<file path="src/rtl/pipeline_hazard_ctrl_pkg.sv">
// Shared definitions for the uDLX pipeline hazard controller:
// FSM state encodings and the bundle of pipeline-register controls.
package pipeline_hazard_ctrl_pkg;

  // FSM state encodings (kept as plain constants for legacy tools)
  localparam logic [1:0] STATE_RUN      = 2'd0;
  localparam logic [1:0] STATE_MEM_WAIT = 2'd1;
  localparam logic [1:0] STATE_SHADOW   = 2'd2;

  // One enable and one bubble-insert per pipeline register, plus the PC enable
  typedef struct packed {
    logic pc_en;
    logic if_id_en;
    logic id_ex_en;
    logic ex_mem_en;
    logic mem_wb_en;
    logic if_id_flush;
    logic id_ex_flush;
    logic ex_mem_flush;
    logic mem_wb_flush;
  } hazard_ctl_t;

  // Everything advancing, no bubbles
  localparam hazard_ctl_t CTL_RUN = '{pc_en: 1'b1, if_id_en: 1'b1, id_ex_en: 1'b1,
                                      ex_mem_en: 1'b1, mem_wb_en: 1'b1, default: 1'b0};

  // Data-memory freeze: front of the pipe holds, MEM/WB receives a bubble
  localparam hazard_ctl_t CTL_FREEZE = '{mem_wb_en: 1'b1, mem_wb_flush: 1'b1, default: 1'b0};

  // Held in reset: nothing moves, nothing is flushed
  localparam hazard_ctl_t CTL_OFF = '{default: 1'b0};

endpackage

</file>
<file path="src/rtl/pipeline_hazard_ctrl_load_use_detect.sv">
// Load-use RAW detector: flags when the instruction in ID reads a register
// that the load currently leaving ID/EX will write. Register 0 is hardwired
// zero and never creates a dependency.
module load_use_detect #(
  parameter int REG_ADDR_WIDTH = 5
) (
  input  logic [REG_ADDR_WIDTH-1:0] id_rd_addr1,
  input  logic [REG_ADDR_WIDTH-1:0] id_rd_addr2,
  input  logic                      id_use_r1,
  input  logic                      id_use_r2,
  input  logic                      ex_mem_rd_en,
  input  logic [REG_ADDR_WIDTH-1:0] ex_wr_addr,
  input  logic                      ex_wr_en,
  output logic                      load_use
);

  logic load_writes_reg;
  logic match_r1;
  logic match_r2;

  assign load_writes_reg = ex_mem_rd_en & ex_wr_en & (ex_wr_addr != '0);
  assign match_r1        = id_use_r1 & (id_rd_addr1 == ex_wr_addr);
  assign match_r2        = id_use_r2 & (id_rd_addr2 == ex_wr_addr);
  assign load_use        = load_writes_reg & (match_r1 | match_r2);

endmodule

</file>
<file path="src/rtl/pipeline_hazard_ctrl.sv">
// Pipeline hazard controller for the 5-stage uDLX core. Generates enables
// and bubble inserts for the four pipeline registers and the PC, resolving
// data-memory waits, taken branches/jumps and load-use hazards in that
// priority order. Also keeps saturating stall/flush counters and a sticky
// memory-timeout flag.
module pipeline_hazard_ctrl
  import pipeline_hazard_ctrl_pkg::*;
#(
  parameter int REG_ADDR_WIDTH = 5,
  parameter int BRANCH_SHADOW  = 1,
  parameter int MEM_TIMEOUT    = 255,
  parameter int CNT_WIDTH      = 32
) (
  input  logic                      clk,
  input  logic                      rst_n,
  input  logic [REG_ADDR_WIDTH-1:0] id_rd_addr1,
  input  logic [REG_ADDR_WIDTH-1:0] id_rd_addr2,
  input  logic                      id_use_r1,
  input  logic                      id_use_r2,
  input  logic                      ex_mem_rd_en,
  input  logic [REG_ADDR_WIDTH-1:0] ex_wr_addr,
  input  logic                      ex_wr_en,
  input  logic                      ex_redirect,
  input  logic                      mem_req,
  input  logic                      dmem_ack,
  output logic                      pc_en,
  output logic                      if_id_en,
  output logic                      id_ex_en,
  output logic                      ex_mem_en,
  output logic                      mem_wb_en,
  output logic                      if_id_flush,
  output logic                      id_ex_flush,
  output logic                      ex_mem_flush,
  output logic                      mem_wb_flush,
  output logic [CNT_WIDTH-1:0]      stall_cnt,
  output logic [CNT_WIDTH-1:0]      flush_cnt,
  output logic                      mem_err
);

  localparam int TIMER_W = $clog2(MEM_TIMEOUT + 1);

  logic [1:0]           state_q, state_d;
  logic [TIMER_W-1:0]   timer_q, timer_d;
  logic [1:0]           shadow_q, shadow_d;
  logic                 mem_err_q, mem_err_d;
  logic [CNT_WIDTH-1:0] stall_cnt_q, flush_cnt_q;
  logic                 redirect_evt;
  logic                 load_use;
  hazard_ctl_t          ctl;

  load_use_detect #(
    .REG_ADDR_WIDTH(REG_ADDR_WIDTH)
  ) u_load_use_detect (
    .id_rd_addr1 (id_rd_addr1),
    .id_rd_addr2 (id_rd_addr2),
    .id_use_r1   (id_use_r1),
    .id_use_r2   (id_use_r2),
    .ex_mem_rd_en(ex_mem_rd_en),
    .ex_wr_addr  (ex_wr_addr),
    .ex_wr_en    (ex_wr_en),
    .load_use    (load_use)
  );

  // Next-state and pipeline controls from current state and hazard inputs
  always_comb begin
    ctl          = CTL_RUN;
    state_d      = state_q;
    timer_d      = timer_q;
    shadow_d     = shadow_q;
    mem_err_d    = mem_err_q;
    redirect_evt = 1'b0;

    if (state_q == STATE_MEM_WAIT) begin
      // Only the memory can release the freeze; EX hazards re-present afterwards
      if (dmem_ack) begin
        state_d = STATE_RUN;
        timer_d = '0;
      end else if (timer_q == TIMER_W'(MEM_TIMEOUT)) begin
        ctl              = CTL_FREEZE;
        ctl.ex_mem_en    = 1'b1;
        ctl.ex_mem_flush = 1'b1;
        mem_err_d        = 1'b1;
        state_d          = STATE_RUN;
        timer_d          = '0;
      end else begin
        ctl     = CTL_FREEZE;
        timer_d = timer_q + TIMER_W'(1);
      end
    end else begin
      // RUN or SHADOW: shadow bubbles first, then let higher-priority events override
      if (state_q == STATE_SHADOW) begin
        ctl.if_id_flush = 1'b1;
        if (shadow_q <= 2'd1) begin
          state_d  = STATE_RUN;
          shadow_d = '0;
        end else begin
          shadow_d = shadow_q - 2'd1;
        end
      end

      if (mem_req && !dmem_ack) begin
        ctl      = CTL_FREEZE;
        state_d  = STATE_MEM_WAIT;
        timer_d  = TIMER_W'(1);
        shadow_d = '0;
      end else if (ex_redirect) begin
        ctl.if_id_flush = 1'b1;
        ctl.id_ex_flush = 1'b1;
        redirect_evt    = 1'b1;
        if (BRANCH_SHADOW > 0) begin
          state_d  = STATE_SHADOW;
          shadow_d = 2'(BRANCH_SHADOW);
        end else begin
          state_d  = STATE_RUN;
        end
      end else if (load_use) begin
        // The load moves on to EX/MEM, so a single bubble resolves the hazard
        ctl.pc_en       = 1'b0;
        ctl.if_id_en    = 1'b0;
        ctl.id_ex_flush = 1'b1;
      end
    end

    if (!rst_n) begin
      ctl = CTL_OFF;
    end
  end

  // State, timers, sticky error and saturating performance counters
  always_ff @(posedge clk) begin
    if (!rst_n) begin
      state_q     <= STATE_RUN;
      timer_q     <= '0;
      shadow_q    <= '0;
      mem_err_q   <= 1'b0;
      stall_cnt_q <= '0;
      flush_cnt_q <= '0;
    end else begin
      state_q   <= state_d;
      timer_q   <= timer_d;
      shadow_q  <= shadow_d;
      mem_err_q <= mem_err_d;
      if (!ctl.pc_en && (stall_cnt_q != {CNT_WIDTH{1'b1}})) begin
        stall_cnt_q <= stall_cnt_q + CNT_WIDTH'(1);
      end
      if (redirect_evt && (flush_cnt_q != {CNT_WIDTH{1'b1}})) begin
        flush_cnt_q <= flush_cnt_q + CNT_WIDTH'(1);
      end
    end
  end

  assign pc_en        = ctl.pc_en;
  assign if_id_en     = ctl.if_id_en;
  assign id_ex_en     = ctl.id_ex_en;
  assign ex_mem_en    = ctl.ex_mem_en;
  assign mem_wb_en    = ctl.mem_wb_en;
  assign if_id_flush  = ctl.if_id_flush;
  assign id_ex_flush  = ctl.id_ex_flush;
  assign ex_mem_flush = ctl.ex_mem_flush;
  assign mem_wb_flush = ctl.mem_wb_flush;
  assign stall_cnt    = stall_cnt_q;
  assign flush_cnt    = flush_cnt_q;
  assign mem_err      = mem_err_q;

endmodule

</file>
<file path="config.mk">
export PLATFORM = sky130hd
export DESIGN_NAME = pipeline_hazard_ctrl
export DESIGN_NICKNAME = d
export VERILOG_FILES = /design/src/rtl/pipeline_hazard_ctrl_pkg.sv /design/src/rtl/pipeline_hazard_ctrl_load_use_detect.sv /design/src/rtl/pipeline_hazard_ctrl.sv
export SDC_FILE = /design/constraint.sdc
export NUM_CORES = 1
export LEC_CHECK = 0
export ABC_AREA = 0
export CORE_MARGIN = 2
export CORE_UTILIZATION = 35
export DETAILED_ROUTE_END_ITERATION = 10
export GPL_TIMING_DRIVEN = 0
export PLACE_DENSITY = 0.57
export SETUP_SLACK_MARGIN = 0.02
export SLEW_MARGIN = 20
export SYNTH_ARGS = -nofsm -noshare
export SYNTH_HDL_FRONTEND = slang
export SYNTH_HIERARCHICAL = 1
export SYNTH_SLANG_ARGS = --single-unit
</file>
<file path="constraint.sdc">
create_clock -name clk -period 3.5 [get_ports clk]
set_input_delay 0.525 -clock clk [delete_from_list [all_inputs] [get_ports clk]]
set_output_delay 0.525 -clock clk [all_outputs]
set_load 0.005 [all_outputs]
</file>
==> results.sh, run 1 <==
export IMPL_min_period_ns=3.47
export IMPL_cts_root_buf="clkbuf_16"
export IMPL_cts_buffers=9
export IMPL_path_class="primary input to output pin"
export IMPL_min_path_type="flop to flop"
export IMPL_ctsHoldBuffers=0
export IMPL_synthArstFlopShare=0
export IMPL_skew_ns=0.00744
export IMPL_wl_per_cell_um=16.5
export IMPL_overflow=0
export IMPL_rsz0062_at_grt="true"
export IMPL_p_sw_frac=0.221
export IMPL_synth_edf_count=0
export IMPL_syn_area_um2=4320
export IMPL_hold_violations=0
export IMPL_ys_flop_type="dfxtp_1"
export IMPL_initial_core_util=0.360
export IMPL_final_common_cell="clkdlybuf4s50_1"
export IMPL_arrival_ns=2.94
export IMPL_synth_compound_area_frac=0.219
export IMPL_insertion_delay_ns=0.33
export IMPL_drtAntennaViolNets=0
export IMPL_pwr_share_clk=0.506
export IMPL_grt_pass1_wl_um=20400
export IMPL_grt_pass1_vias=4138
export IMPL_p_per_area_nw_per_um2=364
export IMPL_cts_num_sinks=77
export IMPL_status="completed"
export IMPL_post_route_drc_count=0
export IMPL_stdcell_area_um2=5860
export IMPL_detailed_place_area_um2=5480
export IMPL_area_growth_pct=35.5
export IMPL_core_rowCount=40
export IMPL_power_mw=2.13
export IMPL_multi_input_area_um2=2590
export IMPL_cts_setup_buffers=0
export IMPL_place_ws_ns=-0.379
export IMPL_seq_power_share=0.419
export IMPL_max_freq_mhz=288
export IMPL_cp_data_required_time_ns=2.97
export IMPL_antenna_found_initial=0
export IMPL_die_h_um=115
export IMPL_critPathMaxFanout=11
export IMPL_die_w_um=115
export IMPL_die_area_um2=13300
export IMPL_synth_xor_area_share=0.0324
export IMPL_finalSetupTns_ns=0
export IMPL_htree_levels=3
export IMPL_clockBufferDepth=2
export IMPL_layout_common_cells="97 x clkdlybuf4s50_1, 77 x dfxtp_1, 42 x nand2_1, 42 x a21oi_1, 28 x nand3_1"
export IMPL_vias=4373
export IMPL_synthSimpleGateAreaFrac=0.310
export IMPL_avgSynthCellArea_um2=8.58
export IMPL_p_int_mw=1.66
export IMPL_synth_nets=531
export IMPL_drt_iter0_markers=311
export IMPL_drive_gt1_frac=0.122
export IMPL_relSlewSlack=0.566
export IMPL_synth_seq_area_share=0.356
export IMPL_dp_hpwl_um=9080
export IMPL_grt_usage=0.193
export IMPL_clk_pin_slew_worst_paths_ns=0.06
export IMPL_max_cap_violations=0
export IMPL_finalWorstSetupSlack_ns=0.0335
export IMPL_synth_cell_types=62
export IMPL_port_buffer_count=97
export IMPL_drt_total_wl_um=12600
export IMPL_core_um2=12000
export IMPL_antenna_cells=0
export IMPL_fin_crit_sh=0.990
export IMPL_final_max_slew_viol_count=0
export IMPL_synth_cells=504
export IMPL_yosys_warnings=6
export IMPL_fillers=1182
export IMPL_cp_end_kind="output pin"
export IMPL_seqCellArea_um2=1540
export IMPL_drt_first_pass_iters=5
export IMPL_p_sw_uw=471
export IMPL_ios=98
export IMPL_cts_tree="built"
export IMPL_synthAdderAreaFrac=0.0110
export IMPL_combPwrFrac=0.075
export IMPL_setup_viol=0
export IMPL_p_leak_nw=1.87
export IMPL_peakVddDrop_uv=173
export IMPL_synth_top_family_by_area="simple AND/OR/NAND/NOR gates"
export IMPL_synthMuxAreaShare=0.0208
export IMPL_grt_max_degree=13
export IMPL_ys_ff_latch=77
export IMPL_worst_slew_pin_slew_ns=0.651
export IMPL_place_congestion=0.818
export IMPL_final_nets=639
export IMPL_vias_per_cell=5.72
export IMPL_start_kind="primary input"
==> power by group through the flow <==
stage | Sequential (mW) | Combinational (mW) | Clock [mW]
after floorplan | 0.912 | 0.0756 | 0
after global placement | 0.914 | 0.152 | 0
after detailed placement | 0.914 | 0.154 | 0
after CTS | 0.895 | 0.158 | 1.09
after global routing | 0.896 | 0.174 | 1.13
final | 0.895 | 0.160 | 1.08
==> metrics by stage <==
stage | utilization | cells | hold slack (ns)
2_1_floorplan | - | 504 | 0.430
3_3_place_gp | 0.456 | 748 | 0.438
3_5_place_dp | 0.456 | 748 | 0.442
4_1_cts | 0.486 | 764 | 0.457
5_1_grt | 0.488 | 764 | 0.498
6_report | 0.488 | 764 | 0.454
==> layer usage <==
metal	track usage	vias to the layer above	share of wire	wire, µm
li1	-	2149	-	-
met1	0.259	2089	0.47	5980
met2	0.316	121	0.47	5880
met3	0.0327	14	0.050	635
met4	0.0602	0	0.011	141
met5	0	-	0	0
==> worst max-delay path, stage by stage <==
cell             delay, ns
clkdlybuf4s50_1       0.46
or4_1                 0.57
o211ai_2              0.18
a21oi_2               0.07
and3_4                0.21
nor2_4                0.16
buf_8                 0.17
buf_4                 0.12
clkdlybuf4s50_1       0.48
==> cell usage after synthesis, types with 7 or more instances <==
master | instances | share of area
dfxtp_1 | 77 | 0.36
a21oi_1 | 43 | 0.050
nand2_1 | 42 | 0.036
nand3_1 | 28 | 0.032
nor2_1 | 26 | 0.023
o21ai_0 | 23 | 0.027
o31ai_1 | 23 | 0.040
or4_1 | 21 | 0.036
or3_1 | 18 | 0.026
nand2b_1 | 16 | 0.023
nand4_1 | 16 | 0.023
xor2_1 | 12 | 0.024
buf_2 | 11 | 0.013
clkbuf_1 | 10 | 0.0087
nor4_1 | 10 | 0.014
and4_1 | 9 | 0.018
inv_1 | 9 | 0.0078
mux2i_1 | 9 | 0.021
o41ai_1 | 7 | 0.014
==> final timing paths <==
check / start / end / slack, ns / cells past startpoint
worst max-delay path: ex_wr_addr[3] / pc_en / 0.03 / 9
worst min register to register: shadow_q[1]$_SDFFE_PN0P_ / shadow_q[1]$_SDFFE_PN0P_ / 0.45 / 2
worst max register to register: flush_cnt[0]$_SDFFE_PN0P_ / flush_cnt[5]$_SDFFE_PN0P_ / 1.18 / 8
worst min-delay path: shadow_q[1]$_SDFFE_PN0P_ / shadow_q[1]$_SDFFE_PN0P_ / 0.45 / 2
==> flip-flops by register name (all words and copies together) (netlist names) <==
register and count:
mem_err 1, shadow_q 2, state_q 2, stall_cnt 32
timer_q 8, flush_cnt 32
==> cells by family after synthesis <==
| logic type | count (synthesis) |
|---|---|
| muxes | 9 |
| adders and majority gates | 4 |
| and+or+nand+nor | 222 |
| buffers and inverters | 39 |
| AOI/OAI and AO/OA | 137 |
| xor gates and xnor gates | 16 |
| DFF | 77 |
==> repair_timing <==
action / in CTS / in global routing
endpoints found under the hold margin: 0 / 0
endpoints found under the setup margin: 3 / 3
pin swaps: 0 / 0
resized for setup: 5 / 6
==> layout make-up <==
cell class | count | area share
multi-input cells | 388 | 0.441
inverters | 10 | 0.00641
flip-flops and latches | 77 | 0.263
well taps | 147 | 0.0314
clock buffers | 13 | 0.0478
clock inverters | 3 | 0.0111
repair buffers | 97 | 0.166
plain buffers | 29 | 0.0329
Power figures use the tool's default switching activity.
==> run 2: changes to the inputs <==
--- a/config.mk
+++ b/config.mk
@@ -11,6 +11,8 @@
 export DETAILED_ROUTE_END_ITERATION = 10
 export GPL_TIMING_DRIVEN = 0
 export PLACE_DENSITY = 0.57
+export RECOVER_POWER = 100
+export REMOVE_ABC_BUFFERS = 1
 export SETUP_SLACK_MARGIN = 0.02
 export SLEW_MARGIN = 20
 export SYNTH_ARGS = -nofsm -noshare
==> run 2 against run 1 <==
Net effect:
- critical path depth fell by 2
- utilization is 2.1 points lower
- sequential share of layout area increased by 1.2 points
- combinational power is 11% lower
- clock skew grew 0.0023 ns
- worst hold slack got worse by 0.0087 ns
- clock-buffer cell count is 1 lower
- sequential power is essentially flat
- critical endpoint unchanged
- largest power group unchanged
- highest routed layer unchanged
==> results.sh, run 2 (synthesis results as in run 1) <==
export IMPL_status="completed"
export IMPL_critPathBufInv=2
export IMPL_initial_core_util=0.360
export IMPL_drive_gt1_frac=0.0776
export IMPL_arrival_ns=2.73
export IMPL_dp_hpwl_um=8050
export IMPL_clk_pin_slew_worst_paths_ns=0.06
export IMPL_final_common_cell="dfxtp_1"
export IMPL_wl_per_cell_um=15.5
export IMPL_worst_slew_pin_slew_ns=1.20
export IMPL_cts_num_sinks=77
export IMPL_critPathTopFamily="buffers and inverters"
export IMPL_cp_end_kind="output pin"
export IMPL_setup_viol=0
export IMPL_layout_common_cells="77 x dfxtp_1, 70 x dlygate4sd3_1, 46 x a21oi_1"
export IMPL_critPathMaxFanout=5
export IMPL_cts_root_buf="clkbuf_16"
export IMPL_drt_total_wl_um=11500
export IMPL_die_h_um=115
export IMPL_crit_chain="clkdlybuf4s50_1 > or4_1 > o211ai_2 > a21oi_1 > and3_1 > nor2_4 > clkdlybuf4s50_1"
export IMPL_drt_iter0_markers=182
export IMPL_ios=98
export IMPL_cts_tree="built"
export IMPL_cp_common_cell="clkdlybuf4s50_1"
export IMPL_insertion_delay_ns=0.34
export IMPL_max_freq_mhz=307
export IMPL_crit_path_top_delay_cell="or4_1"
export IMPL_post_route_drc_count=0
export IMPL_grt_max_degree=53
export IMPL_drtAntennaViolNets=0
export IMPL_path_class="primary input to output pin"
export IMPL_skew_ns=0.00974
export IMPL_hold_ws_ns=0.445
export IMPL_min_path_type="flop to flop"
export IMPL_grt_pass1_vias=3885
export IMPL_hold_depth=1
export IMPL_finalWorstSetupSlack_ns=0.242
export IMPL_r2r_cells=7
export IMPL_drt_first_pass_iters=4
export IMPL_antenna_found_initial=0
export IMPL_p_leak_nw=1.98
export IMPL_grt_pass1_wl_um=19000
export IMPL_area_growth_pct=29.5
export IMPL_grt_usage=0.177
export IMPL_rsz0062_at_grt="false"
export IMPL_core_um2=12000
export IMPL_place_congestion=0.844
export IMPL_clockBufferDepth=2
export IMPL_vias_per_cell=5.71
export IMPL_ctsHoldBuffers=0
export IMPL_htree_levels=3
export IMPL_vias=4227
export IMPL_final_nets=615
export IMPL_cp_depth=7
export IMPL_cts_buffers=9
export IMPL_max_stage_delay_ns=0.56
export IMPL_die_area_um2=13300
export IMPL_cp_data_required_time_ns=2.97
export IMPL_port_buffer_count=97
export IMPL_core_rowCount=40
export IMPL_fin_crit_sh=0.931
export IMPL_die_w_um=115
export IMPL_place_ws_ns=-0.503
export IMPL_peakVddDrop_uv=222
export IMPL_overflow=0
export IMPL_p_per_area_nw_per_um2=369
export IMPL_final_max_slew_viol_count=0
export IMPL_antenna_cells=0
export IMPL_start_kind="primary input"
export IMPL_hold_violations=0
export IMPL_max_cap_violations=0
export IMPL_relSlewSlack=0.193
export IMPL_min_period_ns=3.26
[run 2: repair_timing]
item,in CTS,in global routing
endpoints found under the hold margin,0,0
setup endpoints to repair,2,2
gates cloned,0,0
gates resized for setup,3,0
pin swaps,0,1
setup buffers,0,3
[run 2: power by group]
part | internal [mW] | switching [mW] | leakage (nW)
Sequential | 0.884 | 0.00975 | 0.621
Clock | 0.662 | 0.371 | 0.163
Combinational | 0.0694 | 0.0726 | 1.20
Total | 1.62 | 0.453 | 1.98
[run 2: final cells by class]
| class | instances | area, µm² |
|---|---|---|
| Fill cell | 1191 | 6410 |
| Multi-Input combinational cell | 388 | 2500 |
| Sequential cell | 77 | 1540 |
| Timing Repair Buffer | 102 | 1020 |
| Clock buffer | 12 | 256 |
| Tap cell | 147 | 184 |
| Clock inverter | 4 | 70.1 |
| Inverter | 10 | 37.5 |
[run 2: metal layers]
| metal | vias up | global-route usage | wire, µm | part of all wire |
|---|---|---|---|---|
| met2 | 100 | 0.275 | 5350 | 0.47 |
| met5 | - | 0 | 0 | 0 |
| met1 | 2018 | 0.242 | 5530 | 0.48 |
| met3 | 12 | 0.0327 | 442 | 0.038 |
| met4 | 0 | 0.0699 | 158 | 0.014 |
| li1 | 2097 | - | - | - |
[run 2: path summary, 6_finish.rpt]
check	startpoint	endpoint	slack, ns
worst max-delay path	ex_wr_addr[3]	pc_en	0.24
worst min-delay path	mem_err$_SDFFE_PN0P_	mem_err$_SDFFE_PN0P_	0.45
worst max register to register	flush_cnt[0]$_SDFFE_PN0P_	flush_cnt[4]$_SDFFE_PN0P_	0.49
worst min register to register	mem_err$_SDFFE_PN0P_	mem_err$_SDFFE_PN0P_	0.45
[run 2: per-stage QoR]
step / cells / cell area [µm²] / utilization / TNS, ns / total power, mW
3_5_place_dp: 720 / 5330 / 0.443 / -1.03 / 1.06
5_1_grt: 740 / 5600 / 0.466 / 0 / 2.15
2_1_floorplan: 475 / 4140 / - / 0 / 0.977
3_3_place_gp: 719 / 5300 / 0.441 / -43.51 / 1.05
4_1_cts: 736 / 5660 / 0.471 / 0 / 2.10
6_report: 740 / 5600 / 0.466 / 0 / 2.07
[run 2: worst reg2reg max path, cell delays in order, from the launching register on]
cell      delay, ns
dfxtp_1        0.41
ha_1           0.22
nand4_1        0.15
or2_1          0.29
nor4_1         0.87
clkbuf_1       0.64
or4_1          0.22
a21oi_1        0.06
==> run 3: changes to the inputs <==
--- a/config.mk
+++ b/config.mk
@@ -6,6 +6,7 @@
 export NUM_CORES = 1
 export LEC_CHECK = 0
 export ABC_AREA = 0
+export CORE_ASPECT_RATIO = 1.2
 export CORE_MARGIN = 2
 export CORE_UTILIZATION = 35
 export DETAILED_ROUTE_END_ITERATION = 10
@@ -14,7 +15,7 @@
 export RECOVER_POWER = 100
 export REMOVE_ABC_BUFFERS = 1
 export SETUP_SLACK_MARGIN = 0.02
-export SLEW_MARGIN = 20
+export SKIP_LAST_GASP = 1
 export SYNTH_ARGS = -nofsm -noshare
 export SYNTH_HDL_FRONTEND = slang
 export SYNTH_HIERARCHICAL = 1
==> run 3 against run 2 <==
Net effect:
- critical path type unchanged
- sequential share of layout area grew 0.46 points
- design area shrank 1.7%
- sequential power is essentially flat
- critical path depth is the same
- fmax shrank 1.0%
- clock-buffer cell count grew 1
- total power shrank 9.4%
- clock power shrank 18%
- clock skew shrank 0.0023 ns
- global-route usage shrank 0.23 points
- cell count grew 1.2%
- non-clock buffer count shrank 4
- the run now ends with capacitance limit, slew limit left
==> results.sh, run 3 (synthesis results as in run 1) <==
export IMPL_start_kind="primary input"
export IMPL_antenna_cells=0
export IMPL_status="finished with violations"
export IMPL_worst_slew_pin_slew_ns=1.86
export IMPL_cts_root_buf="clkbuf_16"
export IMPL_max_cap_violations=1
export IMPL_setup_viol=0
export IMPL_cp_data_required_time_ns=2.97
export IMPL_drt_iter0_markers=181
export IMPL_fillers=1180
export IMPL_skew_ns=0.00744
export IMPL_area_growth_pct=27.4
export IMPL_cts_tree="built"
export IMPL_finalWorstSetupSlack_ns=0.208
export IMPL_antenna_found_initial=0
export IMPL_final_nets=611
export IMPL_die_area_um2=13300
export IMPL_vias=4183
export IMPL_drtAntennaViolNets=0
export IMPL_cp_end_kind="output pin"
export IMPL_cts_num_sinks=77
export IMPL_failed_checks="capacitance limit, slew limit"
export IMPL_rsz0062_at_grt="false"
export IMPL_detailed_place_area_um2=5310
export IMPL_drt_first_pass_iters=4
export IMPL_grt_usage=0.174
export IMPL_stdcell_area_um2=5510
export IMPL_layout_common_cells="77 x dfxtp_1, 71 x dlygate4sd3_1, 46 x a21oi_1"
export IMPL_final_max_slew_viol_count=27
export IMPL_vias_per_cell=5.58
export IMPL_core_um2=12100
export IMPL_place_ws_ns=-0.930
export IMPL_critPathMaxFanout=4
export IMPL_core_rowCount=44
export IMPL_port_buffer_count=97
export IMPL_grt_pass1_vias=3907
export IMPL_hold_violations=0
export IMPL_hold_ws_ns=0.443
export IMPL_grt_max_degree=53
export IMPL_instances_no_fill=749
export IMPL_p_leak_nw=1.92
export IMPL_die_w_um=105
export IMPL_die_h_um=126
export IMPL_initial_core_util=0.359
export IMPL_grt_pass1_wl_um=18900
export IMPL_finalCoreUtilization=0.457
export IMPL_fin_crit_sh=0.941
export IMPL_peakVddDrop_uv=199
export IMPL_wl_per_cell_um=15.3
export IMPL_ctsHoldBuffers=0
export IMPL_final_common_cell="dfxtp_1"
export IMPL_drive_gt1_frac=0.0697
export IMPL_drt_total_wl_um=11500
export IMPL_min_period_ns=3.29
export IMPL_dp_hpwl_um=8000
export IMPL_overflow=0
export IMPL_cts_buffers=9
export IMPL_ios=98
export IMPL_min_path_type="flop to flop"
export IMPL_insertion_delay_ns=0.34
export IMPL_post_route_drc_count=0
export IMPL_place_congestion=0.818
export IMPL_dp_cells=733
export IMPL_p_per_area_nw_per_um2=340
export IMPL_path_class="primary input to output pin"
export IMPL_clockBufferDepth=2
export IMPL_max_freq_mhz=304
export IMPL_relSlewSlack=-0.252
export IMPL_ff2ff_setup_slack_ns=0.42
export IMPL_arrival_ns=2.77
export IMPL_clk_pin_slew_worst_paths_ns=0.05
export IMPL_htree_levels=3
-- run 3: cell count changes in the layout (fill, tap and decap cells not counted), sizes merged --
| cell | before | now |
|---|---|---|
| clkdlybuf4s50 | 26 | 25 |
| buf | 4 | 1 |
| bufinv | 2 | 0 |
| dlygate4sd3 | 70 | 71 |
-- run 3: area by class of cell --
type	instances	area, µm²	area share
Timing Repair Buffer	98	972	0.176
Multi-Input combinational cell	388	2500	0.453
Clock buffer	13	250	0.0454
Sequential cell	77	1540	0.280
Tap cell	161	201	0.0366
Clock inverter	2	10.0	0.00182
Inverter	10	37.5	0.00681
-- run 3: timing repair --
item,in CTS,in global routing
buffers inserted,1,0
setup endpoints to repair,3,0
resized for setup,4,0
-- run 3: per-layer routing --
metal  up-vias  routed length (µm)  global-route usage
met4         0                 119              0.0635
met3         9                 462              0.0342
met1      2007                5150               0.218
met2        80                5730               0.296
li1       2087                   -                   -
met5         -                   0                   0
-- run 3: metrics by stage --
stage	power, mW	TNS [ns]
final	1.87	0
after global routing	1.96	0
after CTS	1.91	0
after detailed placement	1.06	-5.47
after global placement	1.06	-46.39
after floorplan	0.977	0
-- run 3: power breakdown --
| part | internal, mW | switching, mW |
|---|---|---|
| Sequential | 0.884 | 0.00988 |
| Clock | 0.494 | 0.352 |
| Combinational | 0.0629 | 0.0721 |
-- run 3: worst max-delay path: stages --
cell and delay (ns):
clkdlybuf4s50_1 0.48, or4_1 0.55, o211ai_1 0.19, a21oi_1 0.08, and3_2 0.26, nor2_4 0.16
clkdlybuf4s50_1 0.52
-- run 3: path summary, 6_finish.rpt --
check,from,depth (start not counted),to
max,ex_wr_addr[3],7,if_id_en
min,mem_err$_SDFFE_PN0P_,1,mem_err$_SDFFE_PN0P_
min reg2reg,mem_err$_SDFFE_PN0P_,1,mem_err$_SDFFE_PN0P_
max reg2reg,flush_cnt[0]$_SDFFE_PN0P_,6,flush_cnt[3]$_SDFFE_PN0P_
